File: config.mk
export PLATFORM = sky130hd
export DESIGN_NAME = rs_syndrome_calc_flat
export DESIGN_NICKNAME = d
export VERILOG_FILES = /design/src/rtl/rs_syndrome_calc_pkg.sv /design/src/rtl/rs_syndrome_calc_if.sv /design/src/rtl/rs_syndrome_cell.sv /design/src/rtl/rs_syndrome_calc.sv /design/src/flat_wrapper.sv
export SDC_FILE = /design/constraint.sdc
export NUM_CORES = 1
export LEC_CHECK = 0
export CAP_MARGIN = 20
export CORE_MARGIN = 1.5
export CORE_UTILIZATION = 40
export CTS_BUF_LIST = sky130_fd_sc_hd__clkbuf_4 sky130_fd_sc_hd__clkbuf_8 sky130_fd_sc_hd__clkbuf_16
export CTS_CLUSTER_SIZE = 14
export DETAILED_ROUTE_END_ITERATION = 6
export PLACE_DENSITY = 0.72
export RECOVER_POWER = 25
export SYNTH_ARGS = -nofsm -noshare
export SYNTH_HDL_FRONTEND = slang
export SYNTH_HIERARCHICAL = 1
export SYNTH_SLANG_ARGS = --single-unit
File: constraint.sdc
create_clock -name clk -period 2.6 [get_ports clk]
set_input_delay 0.39 -clock clk [delete_from_list [all_inputs] [get_ports clk]]
set_output_delay 0.39 -clock clk [all_outputs]
set_load 0.02 [all_outputs]
File: src/rtl/rs_syndrome_calc_pkg.sv
// Shared definitions for the RS(N) syndrome calculator over GF(2^8).
//   SYM_W/CNT_W  : symbol and codeword-counter widths
//   NSYM         : number of syndromes (S1..S6)
//   GF_POLY      : primitive polynomial x^8+x^4+x^3+x^2+1
//   ALPHA_POWS   : alpha^1..alpha^6, packed lowest power in the low byte
//   state_e      : FSM encoding
package rs_syndrome_calc_pkg;

    localparam int unsigned SYM_W     = 8;
    localparam int unsigned CNT_W     = 8;
    localparam int unsigned NSYM      = 6;
    localparam int unsigned DEFAULT_N = 255;

    localparam logic [SYM_W:0] GF_POLY = 9'h11D;

    localparam logic [NSYM*SYM_W-1:0] ALPHA_POWS =
        {8'h40, 8'h20, 8'h10, 8'h08, 8'h04, 8'h02};

    typedef enum logic [1:0] {
        ST_IDLE  = 2'd0,
        ST_ACCUM = 2'd1,
        ST_DONE  = 2'd2
    } state_e;

    // Multiply by alpha (x): shift and fold the overflow bit back in.
    function automatic logic [SYM_W-1:0] gf_xtime(input logic [SYM_W-1:0] x);
        return {x[SYM_W-2:0], 1'b0} ^ (x[SYM_W-1] ? GF_POLY[SYM_W-1:0] : SYM_W'(0));
    endfunction

    // Multiply by a constant; with c fixed this reduces to a pure XOR network.
    function automatic logic [SYM_W-1:0] gf_mul_const(input logic [SYM_W-1:0] x,
                                                      input logic [SYM_W-1:0] c);
        logic [SYM_W-1:0] p;
        logic [SYM_W-1:0] t;
        p = '0;
        t = x;
        for (int k = 0; k < int'(SYM_W); k++) begin
            if (c[k]) p = p ^ t;
            t = gf_xtime(t);
        end
        return p;
    endfunction

endpackage

File: src/rtl/rs_syndrome_calc_if.sv
// Symbol stream in / syndrome set out.
//   sym_in, sym_valid, sym_first : symbol stream from the receiver
//   sym_ready                    : calculator accepts a symbol this cycle
//   w1..w6, signal, err_det      : syndrome set, its strobe and non-zero flag
interface rs_syndrome_calc_if
    import rs_syndrome_calc_pkg::*;
();

    logic [SYM_W-1:0] sym_in;
    logic             sym_valid;
    logic             sym_first;
    logic             sym_ready;
    logic [SYM_W-1:0] w1;
    logic [SYM_W-1:0] w2;
    logic [SYM_W-1:0] w3;
    logic [SYM_W-1:0] w4;
    logic [SYM_W-1:0] w5;
    logic [SYM_W-1:0] w6;
    logic             signal;
    logic             err_det;

    modport master (
        output sym_in, sym_valid, sym_first,
        input  sym_ready, w1, w2, w3, w4, w5, w6, signal, err_det
    );

    modport slave (
        input  sym_in, sym_valid, sym_first,
        output sym_ready, w1, w2, w3, w4, w5, w6, signal, err_det
    );

endinterface

File: src/rtl/rs_syndrome_cell.sv
// One Horner accumulator: acc <= load ? sym : acc*ALPHA ^ sym.
//   clk, rst_n : clock, async active-low reset
//   load_i     : start of codeword, load sym_i directly
//   upd_i      : continuation symbol, multiply-accumulate
//   sym_i      : incoming symbol
//   acc_o      : current accumulator value
module rs_syndrome_cell
    import rs_syndrome_calc_pkg::*;
#(
    parameter logic [SYM_W-1:0] ALPHA = 8'h02
) (
    input  logic             clk,
    input  logic             rst_n,
    input  logic             load_i,
    input  logic             upd_i,
    input  logic [SYM_W-1:0] sym_i,
    output logic [SYM_W-1:0] acc_o
);

    logic [SYM_W-1:0] acc_q;
    logic [SYM_W-1:0] acc_d;

    // Load wins over update; both are exclusive in practice.
    always_comb begin
        acc_d = acc_q;
        if (load_i) begin
            acc_d = sym_i;
        end else if (upd_i) begin
            acc_d = gf_mul_const(acc_q, ALPHA) ^ sym_i;
        end
    end

    always_ff @(posedge clk or negedge rst_n) begin
        if (!rst_n) begin
            acc_q <= '0;
        end else begin
            acc_q <= acc_d;
        end
    end

    assign acc_o = acc_q;

endmodule

File: src/rtl/rs_syndrome_calc.sv
// RS(N) syndrome calculator: evaluates S1..S6 of a received codeword by Horner's
// rule and presents them, registered, for one strobe cycle after the codeword.
//   clk, rst_n : clock, async active-low reset
//   bus        : symbol stream in, syndrome set / signal / err_det out
module rs_syndrome_calc
    import rs_syndrome_calc_pkg::*;
#(
    parameter int unsigned N = DEFAULT_N
) (
    input  logic                 clk,
    input  logic                 rst_n,
    rs_syndrome_calc_if.slave    bus
);

    localparam int unsigned CMP_W = CNT_W + 1;

    state_e                       state_q, state_d;
    logic [CNT_W-1:0]             cnt_q, cnt_d;
    logic                         ready_q, ready_d;
    logic                         signal_q, signal_d;
    logic                         err_det_q, err_det_d;
    logic [NSYM-1:0][SYM_W-1:0]   w_q, w_d;
    logic [NSYM-1:0][SYM_W-1:0]   acc_c;

    logic accept_c;
    logic last_c;
    logic load_c;
    logic upd_c;

    assign accept_c = bus.sym_valid & ready_q;
    // Symbol being accepted now is the N-th of the codeword.
    assign last_c   = (CMP_W'(cnt_q) + CMP_W'(1)) == CMP_W'(N);

    // Next-state, accumulator control and output-register updates.
    always_comb begin
        state_d   = state_q;
        cnt_d     = cnt_q;
        w_d       = w_q;
        err_det_d = err_det_q;
        signal_d  = 1'b0;
        load_c    = 1'b0;
        upd_c     = 1'b0;

        unique case (state_q)
            ST_IDLE: begin
                if (accept_c && bus.sym_first) begin
                    load_c  = 1'b1;
                    cnt_d   = CNT_W'(1);
                    state_d = ST_ACCUM;
                end
            end
            ST_ACCUM: begin
                if (accept_c) begin
                    if (bus.sym_first) begin
                        load_c = 1'b1;
                        cnt_d  = CNT_W'(1);
                    end else begin
                        upd_c = 1'b1;
                        cnt_d = cnt_q + CNT_W'(1);
                        if (last_c) begin
                            state_d = ST_DONE;
                        end
                    end
                end
            end
            ST_DONE: begin
                w_d       = acc_c;
                err_det_d = |acc_c;
                signal_d  = 1'b1;
                state_d   = ST_IDLE;
            end
            default: begin
                state_d = ST_IDLE;
            end
        endcase

        // Stall the stream only for the single cycle spent in DONE.
        ready_d = (state_d != ST_DONE);
    end

    always_ff @(posedge clk or negedge rst_n) begin
        if (!rst_n) begin
            state_q   <= ST_IDLE;
            cnt_q     <= '0;
            ready_q   <= 1'b0;
            signal_q  <= 1'b0;
            err_det_q <= 1'b0;
            w_q       <= '0;
        end else begin
            state_q   <= state_d;
            cnt_q     <= cnt_d;
            ready_q   <= ready_d;
            signal_q  <= signal_d;
            err_det_q <= err_det_d;
            w_q       <= w_d;
        end
    end

    // One accumulator per syndrome, each with its own constant alpha^j.
    for (genvar g = 0; g < int'(NSYM); g++) begin : g_cell
        rs_syndrome_cell #(
            .ALPHA (ALPHA_POWS[g*SYM_W +: SYM_W])
        ) u_cell (
            .clk    (clk),
            .rst_n  (rst_n),
            .load_i (load_c),
            .upd_i  (upd_c),
            .sym_i  (bus.sym_in),
            .acc_o  (acc_c[g])
        );
    end

    assign bus.sym_ready = ready_q;
    assign bus.w1        = w_q[0];
    assign bus.w2        = w_q[1];
    assign bus.w3        = w_q[2];
    assign bus.w4        = w_q[3];
    assign bus.w5        = w_q[4];
    assign bus.w6        = w_q[5];
    assign bus.signal    = signal_q;
    assign bus.err_det   = err_det_q;

endmodule

File: src/flat_wrapper.sv
// flat-port wrapper written by rule: the top's interface ports become plain ports
module rs_syndrome_calc_flat import rs_syndrome_calc_pkg::*;
#(
    parameter int unsigned N = DEFAULT_N
)
  (clk, rst_n, bus_sym_in, bus_sym_valid, bus_sym_first, bus_sym_ready, bus_w1, bus_w2, bus_w3, bus_w4, bus_w5, bus_w6, bus_signal, bus_err_det);
  rs_syndrome_calc_if bus_i ();
  input  logic clk;
  input  logic rst_n;
  input wire logic [$bits(bus_i.sym_in)-1:0] bus_sym_in;
  input wire logic [$bits(bus_i.sym_valid)-1:0] bus_sym_valid;
  input wire logic [$bits(bus_i.sym_first)-1:0] bus_sym_first;
  output wire logic [$bits(bus_i.sym_ready)-1:0] bus_sym_ready;
  output wire logic [$bits(bus_i.w1)-1:0] bus_w1;
  output wire logic [$bits(bus_i.w2)-1:0] bus_w2;
  output wire logic [$bits(bus_i.w3)-1:0] bus_w3;
  output wire logic [$bits(bus_i.w4)-1:0] bus_w4;
  output wire logic [$bits(bus_i.w5)-1:0] bus_w5;
  output wire logic [$bits(bus_i.w6)-1:0] bus_w6;
  output wire logic [$bits(bus_i.signal)-1:0] bus_signal;
  output wire logic [$bits(bus_i.err_det)-1:0] bus_err_det;
  assign bus_i.sym_in = bus_sym_in;
  assign bus_i.sym_valid = bus_sym_valid;
  assign bus_i.sym_first = bus_sym_first;
  assign bus_sym_ready = bus_i.sym_ready;
  assign bus_w1 = bus_i.w1;
  assign bus_w2 = bus_i.w2;
  assign bus_w3 = bus_i.w3;
  assign bus_w4 = bus_i.w4;
  assign bus_w5 = bus_i.w5;
  assign bus_w6 = bus_i.w6;
  assign bus_signal = bus_i.signal;
  assign bus_err_det = bus_i.err_det;
  rs_syndrome_calc #(.N(N)) u_core (.clk(clk), .rst_n(rst_n), .bus(bus_i));
endmodule
======== Word level (Yosys, flattened, before mapping) ========
Index checks and enable logic that the tools add are counted.
storage, ports and cells
  output and inout bits ................... 51
  word-level logic and storage cells ...... 121
  input port bits ......................... 12
  register bits after elaboration ......... 109
cells by class
  add/subtract/negate cells ............... 2
  multiplexer cells ....................... 62
  reduce and logical (&&, ||, !) cells .... 6
  bitwise operators ....................... 28
  eq/ne operators ......................... 6
operators with widths
  kind                                                 count
  2-to-1 mux 8 bit                                     27
  XOR 8 x 5 -> 8 bit                                   15
  2-to-1 mux 5 bit                                     21
  XOR 8 bit                                            12
  OR reduction 48 bit                                  1
  case mux 8 bit (2 select lines)                      1
  adder 8 x 1 -> 9 bit, second input constant          1
  equality test 9 x 8 -> 1 bit, second input constant  1
  adder 8 x 1 -> 8 bit, second input constant          1
  2-to-1 mux 2 bit                                     4
  2-to-1 mux 1 bit                                     7
  != test 2 x 1 -> 1 bit, second input constant        2
  case mux 2 bit (2 select lines)                      1
  nonzero test 2 bit                                   2
  AND reduction 3 bit                                  1
  equality test 2 x 1 -> 1 bit, second input constant  1
  equality test 2 bit, second input constant           1
  zero test 2 bit                                      1
  != test 2 bit, second input constant                 1
  case mux 1 bit (2 select lines)                      1
  bitwise AND 1 bit                                    1
  logical AND 1 bit                                    1

======== Depth between registers and ports, before layout ========
Gate-level depths: netlist of the first run.
  word-level depth ........................ 17
  mapped depth ............................ 8
  gate-level depth less buffers ........... 7

======== Cells and area by module ========
The synthesis of the first run kept the hierarchy.
modules (own cells, without submodules)
  module                                      cells each  times used  area each (µm²)  sequential area each (µm²)
  rs_syndrome_calc                            217         1           2697.6           1526.5
  rs_syndrome_cell (u_core.g_cell[5].u_cell)  78          1           680.7            200.2
  rs_syndrome_cell (u_core.g_cell[4].u_cell)  76          1           650.6            200.2
  rs_syndrome_cell (u_core.g_cell[3].u_cell)  67          1           580.6            200.2
  rs_syndrome_cell (u_core.g_cell[2].u_cell)  61          1           516.7            200.2
  rs_syndrome_cell (u_core.g_cell[1].u_cell)  53          1           494.2            200.2
  rs_syndrome_cell (u_core.g_cell[0].u_cell)  53          1           476.7            200.2

======== Least setup slack after synthesis of the first run ========
No wires, ideal clock.
  kind .................................... reg-to-reg
  from .................................... reg u_core.ready_q, in the netlist u_core/bus.sym_ready
  to ...................................... reg u_core.g_cell[3].u_cell.acc_q[7]
  data required time ...................... 2.474 ns
  path slack .............................. -0.038 ns
  clock period less this slack ............ 2.638 ns
  path buffers ............................ 1
  cell stages (with the launch flop) ...... 7
  data arrival time ....................... 2.512 ns
  setup time .............................. 0.126 ns
  cells stage by stage .................... dfrtp_1 > nand3b_1 > clkbuf_1 > nor2_1 > inv_1 > a22o_1 > a221o_1
on the way
  cells in the longest elaborated chain, start to end .. 5
  elaborated cells between the ends (all ways) .. 9
  those cells by class .................... 6 x mux; 1 x bitwise; 2 x reduce/logical
RTL lines
  item                                                    RTL line                source
  from (decl)                                             rs_syndrome_calc.sv:19  logic ready_q, ready_d;
  from (signal assigned)                                  rs_syndrome_calc.sv:92  ready_q <= ready_d;
  bitwise AND 1 bit *                                     rs_syndrome_calc.sv:30  assign accept_c = bus.sym_valid & ready_q;
  logical AND 1 bit                                       rs_syndrome_calc.sv:46  if (accept_c && bus.sym_first) begin
  2-to-1 mux 1 bit                                        rs_syndrome_calc.sv:46
  case mux 1 bit (2 select lines) *                       rs_syndrome_calc.sv:44  unique case (state_q)
  net u_core.load_c                                       rs_syndrome_calc.sv:27  logic load_c;
  2-to-1 mux 8 bit or nonzero test 2 bit (tied branches)  -
  to (signal assigned)                                    rs_syndrome_cell.sv:35  acc_q <= '0;
  to (signal assigned)                                    rs_syndrome_cell.sv:37  acc_q <= acc_d;
  to (decl)                                               rs_syndrome_cell.sv:20  logic [SYM_W-1:0] acc_q;
Mark *: on every way through the listed nets, which the timed path passes. The rest lies on a longest branch.
A chain may end at the register's enable or synchronous reset.

======== Worst setup path in the final report of the first run ========
  from .................................... in bus_sym_valid
  to ...................................... reg u_core.g_cell[2].u_cell.acc_q[5]
on the way
  elaborated cells between the ends (all ways) .. 9
  those cells by class .................... 6 x mux; 1 x bitwise; 2 x reduce/logical
RTL lines
  item                                 RTL line                source
  from (decl)                          flat_wrapper.sv:11      input wire logic [$bits(bus_i.sym_valid)-1:0] bus_sym_valid;
  bitwise AND 1 bit                    rs_syndrome_calc.sv:30
  2-to-1 mux 1 bit                     rs_syndrome_calc.sv:53  if (accept_c) begin
  2-to-1 mux 1 bit                     rs_syndrome_calc.sv:44
  net u_core.upd_c                     rs_syndrome_calc.sv:28  logic upd_c;
  nonzero test 2 bit (no source line)  -
  to (signal assigned)                 rs_syndrome_cell.sv:35
  to (signal assigned)                 rs_syndrome_cell.sv:37
  to (decl)                            rs_syndrome_cell.sv:20
The timed path passes the listed nets, and every way through them passes these cells.

==> PnR_summary.wiki, run 1 <==
{| class="wikitable"
! Metric !! Value
|-
| Clock tree from TritonCTS || yes
|-
| Unique cell type count in the Yosys netlist || 68
|-
| Power consumption || about 0.0059 W
|-
| Count of nets left with antenna violations after detail routing || 0
|-
| Crit path launch || bus_sym_valid
|-
| Warning count from the yosys run || 6
|-
| Die height || 126.5 um
|-
| P&R area growth vs syn || 18.94%
|-
| Sw Share || 34.81%
|-
| Die ar. || between 15000 and 20000 um2
|-
| Net count of the mapped netlist || roughly 620
|-
| Number of inserted filler cells in the final layout || 1289
|-
| Mean instance size in the synthesized netlist || 10.08 um2
|-
| Type of element launching the critical path || input pin
|-
| Starting DRC count in detailed routing || 463
|-
| P_int || 0.003843 W
|-
| Placeable Area || between 10000 and 15000 um2
|-
| Maximum frequency from static timing analysis || 458.0 MHz
|-
| Share of power burned in the clock network || 25.8%
|-
| Post-Route Skew || 5.533 ps
|-
| Post-synth design cell area || 6097 um2
|-
| Horizontal die dimension || roughly 130 um
|-
| Post-Route Hold Slack || 269.1 ps
|-
| Clock H-tree levels || 3
|-
| Number of cell rows || 44
|-
| Final Setup Violations || 0
|-
| Maximum buffer depth of the clock tree || 2
|-
| First-pass GRT wire length || 24380 um
|-
| Initial antenna violation count || 0
|-
| Outcome || complete, no violations
|-
| Most common library cell in the layout ignoring fill and taps || dfrtp_1
|-
| Share of the clock period used by the worst path after layout || 83.98%
|-
| Post-synth EDFFs || 0
|-
| Static leakage power || 3.185 nW
|-
| Worst Path Arrival || 2430 ps
|-
| Share of final-layout standard cells stronger than drive strength 1 || just over 8%
|-
| Length of the first detailed-routing pass in iterations || 5
|-
| Combinational Power Share || 31.7%
|-
| # IOs || 63
|-
| Maximum resistive drop on vdd || 0.4717 mV
|-
| Number of port buffers || 62
|-
| Cell-by-cell trace of the critical path || clkdlybuf4s50_1 > and2_1 > nor2b_1 > and3_4 > buf_12 > nand2_1 > o22ai_1 > o2bb2a_1
|-
| Clock slew at reported path FFs || 70 ps
|-
| Critical path data required time || 2840 ps
|-
| Clock latency on the worst-skew pair || about 360 ps
|-
| Setup Total Neg Slack || 0 ps
|-
| Critical Path Fanout Max || between 40 and 50
|-
| Kind of cell adding the most delay to the critical path || simple AND/OR/NAND/NOR gates
|-
| Total length of routed wires || 14910 um
|-
| Gates resized, CTS repair || 0
|-
| Detailed placer's ending HPWL || 10090 um
|-
| Area occupied by multi-input gates || 3057 um2
|-
| Min Clock Period, post-route || 2183 ps
|-
| Clock sink total || 109
|-
| Effective utilization at floorplan || 41.48%
|-
| MaxCap Viol Count || 0
|-
| Buffer count from post-CTS setup fixing || 0
|-
| Via total after detailed routing || 4978
|-
| Number of max-slew violations in the final report || 0
|-
| Share of the synthesized area in the top cell type || 44.74%
|-
| Critical path buffers and inverters || 2
|-
| Type of the most critical hold path || in2async
|-
| Gr ovfl total || 0
|-
| Share of the yosys chip area belonging to registers || 44.74%
|-
| Cells after synthesis || 605
|-
| Routability-driven placement congestion ratio || 0.8295
|-
| Number of synthesized register bits || ~110
|-
| Vias in the first global route || 4732
|-
| Number of diodes || 0
|-
| Critical setup path kind || in2reg
|-
| Drc violations || 0
|-
| Source of the worst register-to-register timing path || u_core/cnt_q[0]
|-
| Sequential share of power || 42.5%
|-
| Slew headroom || 20.00%
|-
| Slowest cell delay on critical path || 470 ps
|-
| CTS root buf || clkbuf_16
|-
| Clock buffers created by TritonCTS || 9
|-
| Slowest library cell on the worst path || clkdlybuf4s50_1
|-
| Maximum number of pins on one net before global-route repair || 48
|-
| GRT Total Usage || 19.05%
|-
| Commonest cells after routing, fill and taps aside || dfrtp_1 (109), clkdlybuf4s50_1 (61), a21oi_1 (51)
|-
| Unrepaired setup endpoints after global routing || no
|-
| Synth Flop Type || dfrtp_1
|-
| Power dissipated by switching net loads || 0.002052 W
|-
| Top cells by area, synth || dfrtp_1 (45%), mux2_1 (8.9%), a21oi_1 (4.2%), xnor2_1 (3.4%), nand2_1 (2.5%)
|-
| Average wire per cell in the routed design || between 15 and 20 um
|-
| Async S/R FF share, synth || 100.0%
|-
| Yosys top cell by area || dfrtp_1
|-
| # hold bufs at CTS || 0
|-
| Reg area || 2728 um2
|-
| Transition time of the tightest slew-check pin || 1200 ps
|-
| Critical path endpoint category || register
|-
| Number of failing hold endpoints at the final stage || 0
|-
| Total Nets Final || 670
|-
| Areal power density over the cells || 812.9 nW/um2
|-
| Routed via count divided by cell count || 5.891
|}
-- power by group through the flow --
stage | Sequential, W | Combinational (W) | Clock [W]
detailed placement | 0.00253 | 0.00184 | 0
floorplan | 0.00223 | 0.00172 | 0
CTS | 0.00250 | 0.00186 | 0.00155
finish | 0.00251 | 0.00187 | 0.00152
global placement | 0.00251 | 0.00171 | 0
global route | 0.00257 | 0.00203 | 0.00162
-- sequential cells by signal, indices dropped and copies added, names as in the netlist, 2 cells and up --
signal                      count
u_core/bus.w4                   8
u_core/bus.w1                   8
u_core/bus.w5                   8
u_core/cnt_q                    8
u_core/g_cell.u_cell/acc_o     48
u_core/bus.w3                   8
u_core/state_q                  2
u_core/bus.w6                   8
u_core/bus.w2                   8
-- layout make-up --
type	instances	area share (%)
Multi-Input combinational cell	429	42.15
Sequential cell	109	37.61
Timing Repair Buffer	82	11.21
Clock buffer	13	3.606
Tap cell	184	3.175
Inverter	25	1.294
Clock inverter	3	0.9489
-- synth_stat cells (all sizes together) (2+ instances only) --
library cell / number
a21boi: 4
a21oi: 51
a221oi: 2
a22oi: 6
a2bb2oi: 9
a31oi: 13
a32oi: 2
and2: 3
and3: 3
and3b: 2
buf: 33
clkbuf: 9
dfrtp: 109
ha: 2
inv: 25
mux2: 49
mux2i: 8
nand2: 41
nand2b: 10
nand3: 12
nand4: 12
nand4b: 2
nor2: 37
nor2b: 5
nor3: 7
nor3b: 4
nor4: 13
o211a: 2
o211ai: 3
o21a: 2
o21ai: 24
o22a: 12
o22ai: 23
o2bb2a: 5
o311ai: 2
or3: 4
xnor2: 25
xnor3: 3
xor2: 10
xor3: 3
-- cell families (layout without fill, tap and decap cells) --
logic type	Yosys count	count (layout)	synth area share, %
AO/OA/AOI/OAI	169	169	18.20
XOR/XNOR	41	41	7.634
adder cells (fa/ha/maj)	2	2	0.4104
buffers and inverters	67	123	5.377
flip-flops	109	109	44.74
multiplexers	57	57	10.36
AND/OR/NAND/NOR	160	160	13.28
-- worst paths after layout --
path / endpoint / slack, ps / cells past startpoint
worst max-delay path: u_core/g_cell[2].u_cell/acc_o[5] / 420 / 8
worst min-delay path: u_core/bus.w4[6] / 270 / 1
worst max register to register: u_core/bus.sym_ready / 460 / 5
worst min register to register: u_core/bus.err_det / 490 / 2
max in group asynchronous: u_core/g_cell[4].u_cell/acc_o[5] / 860 / 2
min in group clk: u_core/bus.err_det / 490 / 2
-- routing by layer --
metal | vias to the layer above | GRT usage [%] | share of wire, %
met5 | - | 0 | 0
met4 | 0 | 7.437 | 2.3
met3 | 25 | 3.627 | 4.9
met2 | 159 | 30.44 | 48
met1 | 2480 | 25.69 | 45
li1 | 2314 | - | -
-- worst reg2reg max path: cells and delay by family, from the launching register on --
kind	cells	cell delay [ps]
adders and majority gates	1	380
DFF	1	560
and+or+nand+nor	4	1060
-- per-stage QoR --
step                      area (um2)  util, %  instances  worst slack, ps
after global routing            7252    49.34        845            290.9
after global placement          6939    47.21        829            119.2
after detailed placement        6939    47.21        829            64.10
after floorplan                 6100        -        605            231.9
final                           7252    49.34        845            416.6
after CTS                       7269    49.46        845            447.9
(Power assumes the default switching activity.)
==> run 2: changes to the inputs <==
Settings changed: PLACE_DENSITY 0.72 to 0.7.
Clock period 2.6 ns to 2.08 ns, I/O delays scaled along.
==> PnR_summary.wiki, run 2 (synthesis results as in run 1) <==
{| class="wikitable"
! Metric !! Value
|-
| Outcome || complete, no violations (unchanged)
|-
| Setup Total Neg Slack || 0 ps (unchanged)
|-
| Number of port buffers || 62 (unchanged)
|-
| Effective utilization at floorplan || 41.48% (unchanged)
|-
| Number of failing hold endpoints at the final stage || 0 (unchanged)
|-
| Type of element launching the critical path || register (was input pin)
|-
| Clock H-tree levels || 3 (unchanged)
|-
| Average wire per cell in the routed design || 17.57 um (was 17.65 um)
|-
| Starting DRC count in detailed routing || 325 (was 463)
|-
| Layout Cell Area excl Fill || 7518 um2 (was 7252 um2)
|-
| Min Clock Period, post-route || roughly 2000 ps
|-
| Transition time of the tightest slew-check pin || 620.2 ps (was 1200 ps)
|-
| Slew headroom || 58.66% (was 20.00%)
|-
| Number of cell rows || 44 (unchanged)
|-
| Critical path endpoint category || register (unchanged)
|-
| Min-Delay Path Depth || 1
|-
| Hold path start || u_core/bus.w4[6]
|-
| Gr ovfl total || 0 (unchanged)
|-
| Maximum number of pins on one net before global-route repair || 44 (was 48)
|-
| First-pass GRT wire length || 25500 um (was 24380 um)
|-
| Length of the first detailed-routing pass in iterations || 5 (unchanged)
|-
| # IOs || 63 (unchanged)
|-
| Worst Path Arrival || 2170 ps (was 2430 ps)
|-
| Most common library cell in the layout ignoring fill and taps || dfrtp_1 (unchanged)
|-
| Number of inserted filler cells in the final layout || 1264 (was 1289)
|-
| Buffer count from post-CTS setup fixing || 0 (unchanged)
|-
| Sink of the worst hold path || u_core/bus.w4[6]
|-
| # hold bufs at CTS || 1 (was 0)
|-
| Horizontal die dimension || 126.5 um (unchanged)
|-
| Setup slack after placement || -203.5 ps (was 64.10 ps)
|-
| Static leakage power || 3.338 nW (was 3.185 nW)
|-
| Critical Path Fanout Max || 7 (was 45)
|-
| Routed via count divided by cell count || 5.820 (was 5.891)
|-
| MaxCap Viol Count || 0 (unchanged)
|-
| Placeable Area || 14700 um2 (unchanged)
|-
| Post-Route Hold Slack || 490.5 ps (was 269.1 ps)
|-
| Via total after detailed routing || 5069 (was 4978)
|-
| Detailed placer's ending HPWL || 10720 um (was 10090 um)
|-
| Source of the worst register-to-register timing path || u_core/cnt_q[0] (unchanged)
|-
| Slowest library cell on the worst path || or4_1 (was clkdlybuf4s50_1)
|-
| Critical setup path kind || reg2reg (was in2reg)
|-
| Areal power density over the cells || 994.4 nW/um2 (was 812.9 nW/um2)
|-
| Worst setup slack after layout || 121.4 ps (was 416.6 ps)
|-
| Share of final-layout standard cells stronger than drive strength 1 || 11.50% (was 8.169%)
|-
| Gates resized, CTS repair || 0 (unchanged)
|-
| Clock latency on the worst-skew pair || 350 ps (was 360 ps)
|-
| Cell-by-cell trace of the critical path || ha_1 > nor2b_1 > nand4_1 > and3_1 > or4_1 (was clkdlybuf4s50_1 > and2_1 > nor2b_1 > and3_4 > buf_12 > nand2_1 > o22ai_1 > o2bb2a_1)
|-
| Vias in the first global route || 5124 (was 4732)
|-
| P&R area growth vs syn || 23.31% (was 18.94%)
|-
| Number of max-slew violations in the final report || 0 (unchanged)
|-
| Clock sink total || 109 (unchanged)
|-
| Register-to-register setup slack || 120 ps (was 460 ps)
|-
| Critical path data required time || 2290 ps (was 2840 ps)
|-
| Routability-driven placement congestion ratio || 0.8279 (was 0.8295)
|-
| Area after DPL || 7212 um2 (was 6939 um2)
|-
| Number of diodes || 0 (unchanged)
|-
| Post-Route Skew || 9.691 ps (was 5.533 ps)
|-
| CTS root buf || clkbuf_16 (unchanged)
|-
| Clock slew at reported path FFs || 70 ps (about the same)
|-
| GRT Total Usage || 19.75% (was 19.05%)
|-
| Clock buffers created by TritonCTS || 9 (unchanged)
|-
| Initial antenna violation count || 0 (unchanged)
|-
| Clock tree from TritonCTS || yes (unchanged)
|-
| Count of nets left with antenna violations after detail routing || 0 (unchanged)
|-
| Capture instance of the worst register-to-register path || u_core/bus.sym_ready (unchanged)
|-
| Die ar. || 15990 um2 (unchanged)
|-
| Type of the most critical hold path || reg2reg (was in2async)
|-
| Total Nets Final || 699 (was 670)
|-
| Maximum frequency from static timing analysis || between 500 and 600 MHz
|-
| Largest register FFs || 48 (unchanged)
|-
| Total length of routed wires || 15300 um (was 14910 um)
|-
| Reg area || 2728 um2 (unchanged)
|-
| Die height || 126.5 um (unchanged)
|-
| Unrepaired setup endpoints after global routing || no (unchanged)
|-
| Drc violations || 0 (unchanged)
|-
| Commonest cells after routing, fill and taps aside || dfrtp_1 (109), clkdlybuf4s50_1 (61), a21oi_1 (51) (unchanged)
|-
| Area occupied by multi-input gates || 3057 um2 (unchanged)
|-
| Final Setup Violations || 0 (unchanged)
|-
| Slowest cell delay on critical path || 530 ps (was 470 ps)
|-
| Share of the clock period used by the worst path after layout || between 90 and 100%
|-
| Maximum resistive drop on vdd || 0.6148 mV (was 0.4717 mV)
|-
| R2R depth || 5 (unchanged)
|-
| Maximum buffer depth of the clock tree || 2 (unchanged)
|}
[run 2: critical path: cells and delay by family (launching register included)]
family                   cells  cell delay [ps]
AND/OR/NAND/NOR              4             1060
adder cells (fa/ha/maj)      1              290
flip-flops                   1              470
[run 2: through the flow]
stage	utilization (%)	total power, W	std cells
4_1_cts	51.34	0.007498	871
3_3_place_gp	49.06	0.005414	857
2_1_floorplan	-	0.004939	605
6_report	51.15	0.007476	871
3_5_place_dp	49.06	0.005555	857
5_1_grt	51.15	0.007890	871
[run 2: layout make-up]
| type | instances | area share [%] |
|---|---|---|
| inverter | 25 | 1.248 |
| multi-input combinational | 429 | 40.66 |
| timing repair buffer | 111 | 14.44 |
| clock buffer | 9 | 2.996 |
| tap | 184 | 3.062 |
| clock inverter | 4 | 1.315 |
| sequential | 109 | 36.28 |
[run 2: layer usage]
metal	up-vias	share of wire (%)	track usage, %
li1	2361	-	-
met3	23	5.4	4.175
met4	0	1.7	6.626
met5	-	0	0
met1	2516	43	25.22
met2	169	50	33.43
[run 2: power by group]
part           internal (W)  switching [W]
logic               0.00131        0.00118
clock network       0.00116       0.000740
registers           0.00243       0.000652
total               0.00491        0.00257
[run 2: worst max-delay path by stage]
stage | end | slack [ps] | cells past startpoint | start
floorplan | u_core/g_cell[5].u_cell/acc_o[5] | 10 | 7 | u_core/bus.sym_ready
global placement | u_core/g_cell[4].u_cell/acc_o[6] | -130 | 9 | bus_sym_valid
detailed placement | u_core/g_cell[3].u_cell/acc_o[4] | -200 | 9 | bus_sym_valid
CTS | u_core/bus.sym_ready | 130 | 5 | u_core/cnt_q[0]
global route | u_core/g_cell[3].u_cell/acc_o[4] | 20 | 9 | bus_sym_valid
finish | u_core/bus.sym_ready | 120 | 5 | u_core/cnt_q[0]
